**config.mk**
```make
export PLATFORM = sky130hd
export DESIGN_NAME = arbiter
export DESIGN_NICKNAME = d
export VERILOG_FILES = /design/src/rtl/arbiter.sv
export SDC_FILE = /design/constraint.sdc
export NUM_CORES = 1
export LEC_CHECK = 0
export BUFFER_PORTS_ARGS = -buffer_cell sky130_fd_sc_hd__buf_2
export CORE_AREA = 10 10 47 49
export CTS_CLUSTER_SIZE = 12
export DETAILED_ROUTE_END_ITERATION = 10
export DIE_AREA = 0 0 57 59
export GPL_TIMING_DRIVEN = 0
export PLACE_DENSITY = 0.55
export SLEW_MARGIN = 10
export SYNTH_ARGS = -nofsm -noshare
export SYNTH_HDL_FRONTEND = slang
export SYNTH_SLANG_ARGS = --single-unit
export TNS_END_PERCENT = 10
```
**constraint.sdc**
```tcl
create_clock -name clk -period 2.4 [get_ports clk]
set_clock_uncertainty 0.15 [all_clocks]
set_input_delay 0.12 -clock clk [delete_from_list [all_inputs] [get_ports clk]]
set_output_delay 0.12 -clock clk [all_outputs]
set_load 0.005 [all_outputs]
```
**src/rtl/arbiter.sv**
```systemverilog
// Round-robin, non-preemptive arbiter: registered one-hot grant, 1-cycle grant/handover latency.
// The owner keeps the grant while it holds its request; there is no backpressure path beyond r itself.
module arbiter #(
  parameter int N = 3
) (
  input  logic         clk,
  input  logic         resetn,
  input  logic [N-1:0] r,
  output logic [N-1:0] g
);

  localparam int PW = (N > 1) ? $clog2(N) : 1;
  localparam logic [PW:0] N_W = (PW+1)'(N);

  logic [N-1:0]  g_q, g_d;
  logic [PW-1:0] ptr_q, ptr_d;
  logic [PW:0]   sum;
  logic [PW-1:0] idx;
  logic          hold;
  logic          found;

  assign hold = |(g_q & r);

  always_comb begin
    g_d   = g_q;
    ptr_d = ptr_q;
    sum   = '0;
    idx   = '0;
    found = 1'b0;
    if (!hold) begin
      g_d = '0;
      // Scan ptr, ptr+1, ... modulo N so non-power-of-two N wraps cleanly.
      for (int k = 0; k < N; k++) begin
        sum = {1'b0, ptr_q} + (PW+1)'(k);
        if (sum >= N_W) sum = sum - N_W;
        idx = sum[PW-1:0];
        if (!found && r[idx]) begin
          found    = 1'b1;
          g_d[idx] = 1'b1;
          ptr_d    = (sum == N_W - (PW+1)'(1)) ? '0 : idx + PW'(1);
        end
      end
    end
  end

  always_ff @(posedge clk) begin
    if (resetn) begin
      g_q   <= '0;
      ptr_q <= '0;
    end else begin
      g_q   <= g_d;
      ptr_q <= ptr_d;
    end
  end

  assign g = g_q;

endmodule

```
**Word level (Yosys, flattened, before mapping)**

Cells that the tools add are included.

- Bits in registers: 5
- Logic and storage cells: 69

- Add/sub/neg operators: 8
- Magnitude comparators: 9
- Equality and inequality tests: 3
- Muxes and demuxes: 33
- Bitwise logic cells: 4
- Reduce and logical (&&, ||, !) cells: 10

Operator list:

| cell | number |
|---|---|
| 3-bit 2-to-1 mux | 11 |
| 2-bit 2-to-1 mux | 6 |
| 1-bit 2-to-1 mux | 10 |
| 3-bit by 2-bit == test with 1-bit output (second input constant) | 3 |
| 2-bit by 3-bit less-than comparator with 1-bit output (second input constant) | 3 |
| 2-bit by 1-bit adder with 2-bit output (second input constant) | 3 |
| 1-bit binary-select mux with 2-bit select | 3 |
| 1-bit demux with 2-bit select | 3 |
| 2-bit by 1-bit >= comparator with 1-bit output (second input constant) | 3 |
| 3-bit by 2-bit >= comparator with 1-bit output (second input constant) | 2 |
| 3-bit OR | 2 |
| 3-bit by 2-bit subtractor with 3-bit output (second input constant) | 2 |
| 1-bit logical AND | 5 |
| 2-bit by 1-bit adder with 3-bit output (second input constant) | 1 |
| 2-bit by 2-bit adder with 3-bit output (second input constant) | 1 |
| 3-bit AND | 1 |
| 3-bit nonzero test | 1 |
| 3-bit OR reduction | 1 |
| 2-bit by 2-bit subtractor with 3-bit output (second input constant) | 1 |
| 2-bit >= comparator (second input constant) | 1 |
| 1-bit logical NOT | 2 |
| 2-bit AND reduction | 1 |
| 1-bit NOT | 1 |

**Longest topological paths before layout**

- Word-level depth: 15
- Gate-level depth with buffers: 8
- Depth with buffers taken out: 7

**Worst setup path before layout**

Ideal clock, no wire load.

- Path kind: register -> register
- From: register ptr_q[0]
- To: register ptr_q[0]
- Setup time: 0.125 ns
- Arrival: 1.586 ns
- Slack: 0.539 ns
- Stages on the path, launching flop included: 8
- Path buffers: 0
- Clock period less this slack: 1.861 ns
- Path through: dfxtp_1 -> inv_1 -> ha_1 -> and3b_1 -> o21bai_2 -> o31a_1 -> nor2_1 -> a211oi_2

- Longest elaborated chain between the ends: 15

RTL lines:

| element | RTL line | RTL |
|---|---|---|
| start, declared | 16 | `logic [PW-1:0] ptr_q, ptr_d;` |
| start signal, assigned | 52 | `ptr_q <= ptr_d;` |
| parallel branches: the longest is 15 deep, another holds 2-bit by 1-bit adder with 3-bit output | - |  |

Parallel ways; which one is timed is not known. The select of a mux whose other input is x is not followed.
A chain may end at the register's enable or synchronous reset.

**Worst setup path in the final report**

- From: register ptr_q[0]
- To: register ptr_q[1]

The elaborated chain is that of the path after synthesis.

==> metrics.md <==
| Metric | Value |
|---|---|
| Setup bufs post-CTS | 0 |
| Critical path launch point type | flop |
| Row count | 14 |
| Maximum clock path buffer count | 2 |
| Final cell count without fillers | 81 |
| Post-route ant nets | 0 |
| Hold endpoint | g[1] |
| Outcome | completed |
| RR Startpoint | ptr_q[0] |
| Reg2reg end | ptr_q[1] |
| H-tree level count | 1 |
| Synth Register Bits | 5 |
| Most used DFF post-synth | dfxtp_1 |
| Hpwl dp | 851.7 um |
| Total power draw | 0.7516 mW |
| Initial antenna violation count | 0 |
| P per Cell Area | 1341 nW/um^2 |
| Clk pwr share | 13.1% |
| DRT Wirelength | 1.102 mm |
| GRT busiest layer | met2 |
| Setup violators final | 0 |
| Post-synth cell types | 31 |
| CP arrival | 2.03 ns |
| WHS | 0.1551 ns |
| Most frequent cells in the layout | 7 x buf_2, 5 x nor2_1, 5 x dfxtp_1 |
| Crit. End Element | flop |
| Post-Syn Area | 469.2 sq um |
| Layout cell share with drive strength beyond 1 | 27.69% |
| Post-route DRC | 0 |
| VDD IR max | 477.0 uV |
| IO buf count | 7 |
| CP Class | reg -> reg |
| Placed insts | 76 |
| Total track usage | 7.347% |
| I/O Pins | 8 |
| Actual slew at the worst max-slew pin | 0.2838 ns |
| Synth-to-layout area growth | 19.47% |
| Setup TNS | 0 ns |
| Worst R2R Setup Slack | 0.37 ns |
| CP max FO | 8 |
| Layout Nets | 75 |
| Switching pwr | 0.3392 mW |
| First-pass GRT wire length | 1.987 mm |
| CP peak stage delay | 0.45 ns |
| GR Util met1 | 8.314% |
| Relative slew slack | 80.97% |
| Async S/R FF share, synth | 0% |
| Flop pwr share | 20.9% |
| Initial drt markers | 5 |
| RSZ-0062 raised after global routing | false |
| Die ar. | 3363 sq um |
| Antenna Cells | 0 |
| Slew Limit Fails | 0 |
| Hold Crit Class | in -> reg |
| Synth Instances | 53 |
| Final hold viol count | 0 |
| Final critical-path required period | 2.033 ns |
| Initial Util | 33.48% |
| Routed WL per cell | 13.60 um |
| P_int | 0.4124 mW |
| Register area share after synthesis | 21.33% |
| WP data required | 2.40 ns |
| Worst setup margin | 0.3674 ns |
| Leak Pwr | 0.2347 nW |
| Routability congestion estimate from global placement | 0.7771 |
| Root Driver | clkbuf_4 |
| Worst Hold Depth | 4 |
| Via count | 425 |
| EDFF count, synth | 0 |
| Via/cell ratio | 5.247 |
| Hold_buf cts | 1 |
| Mean Syn Cell Area | 8.853 sq um |
| Max stage delay cell, worst path | ha_1 |
| DP Worst Slack | 0.3745 ns |
| Number of global-route vias before repair | 439 |
| Grt total ovfl | 0 |
| Clock transition at path regs | 0.05 ns |
| DRT Pass-1 Iters | 3 |
| Met3 Use GR | 4.292% |
| Core area | 1401 sq um |
| Post-CTS Resized | 0 |
| Sw frac | 45.13% |
| Crit share post-route | 84.69% |
| Die W | 57 um |
| Max-cap check violation count | 0 |
| Worst R2R Path Depth | 7 |
| Hold_sp | r[2] |
| CTS tree | done |
| Fmax | 492.0 MHz |
| Largest net degree at the start of global routing | 9 |
| CTS buffer count | 3 |
| TritonCTS Sinks | 5 |
| Commonest non-fill, non-tap cell in the layout | buf_2 |
| Combinational power share | 65.9% |
| Met2 Usage GRT | 11.78% |
| Cell Chain, Critical Path | inv_1 -> ha_1 -> and3b_1 -> o21bai_2 -> nand2_1 -> o31a_1 -> a211oi_1 |
| Die Ht | 59 um |
| Syn nets | 62 |
| Total number of yosys warnings | 0 |
| Clock Latency Late Sink | 0.24 ns |
==> power by group through the flow <==
stage / clock network (mW) / registers [mW] / logic (mW)
floorplan: 0 / 0.155 / 0.383
global placement: 0 / 0.157 / 0.491
detailed placement: 0 / 0.157 / 0.491
CTS: 0.0966 / 0.155 / 0.494
global route: 0.108 / 0.163 / 0.560
finish: 0.0987 / 0.157 / 0.496
==> cells by family after synthesis <==
family	Yosys count	share of synthesized area (%)
flip-flops	5	21.33
buffers and inverters	5	5.599
multiplexers	4	9.599
AND/OR/NAND/NOR	14	16.00
AO/OA/AOI/OAI	21	36.80
adder cells (fa/ha/maj)	4	10.67
==> metrics by stage <==
stage	util, %	cell area, sq um
floorplan	-	469.2
global placement	37.41	524.3
detailed placement	37.41	524.3
CTS	40.00	560.5
global route	40.00	560.5
finish	40.00	560.5
==> worst max path at each step <==
| stage | from | end | slack, ns | cells after the start |
|---|---|---|---|---|
| final | ptr_q[0] | ptr_q[1] | 0.37 | 7 |
| after global routing | ptr_q[0] | ptr_q[1] | 0.19 | 7 |
| after CTS | ptr_q[0] | ptr_q[1] | 0.36 | 7 |
| after detailed placement | ptr_q[0] | ptr_q[1] | 0.37 | 7 |
| after global placement | ptr_q[0] | g[1] | 0.38 | 7 |
| after floorplan | ptr_q[0] | ptr_q[0] | 0.54 | 7 |
==> worst max-delay path: cells and delay by family, from the launching register on <==
family                     cells  cell delay, ns
AOI/OAI and AO/OA              3            0.61
adders and majority gates      1            0.45
buffers and inverters          1            0.08
DFF                            1            0.37
and+or+nand+nor                2            0.28
==> state kept, by name (all words and copies together) (netlist names) <==
name	count
ptr_q	2
g	3
==> Yosys cell counts, types with 2 or more instances <==
cell type / instances / share of area (%)
dfxtp_1: 5 / 21
inv_1: 4 / 3.2
nor2_1: 5 / 4.0
nand2_1: 2 / 1.6
o21ai_0: 2 / 2.1
o21ai_1: 3 / 3.2
a211oi_1: 2 / 3.2
ha_1: 4 / 11
nand3b_1: 2 / 3.2
o31a_1: 2 / 3.7
mux2i_1: 2 / 4.3
==> cell type report <==
class | count | area (sq um)
tap | 16 | 20.02
sequential | 5 | 100.1
clock buffer | 4 | 26.28
buffer | 1 | 11.26
multi-input combinational | 43 | 342.8
inverter | 4 | 15.01
fill | 145 | 840.8
timing repair buffer | 8 | 45.04
==> per-layer routing <==
| metal | vias to the layer above | routed length, um |
|---|---|---|
| met3 | 0 | 66 |
| met2 | 6 | 528 |
| met5 | - | 0 |
| met4 | 0 | 0 |
| li1 | 228 | - |
| met1 | 191 | 506 |
Power figures use the tool's default switching activity.
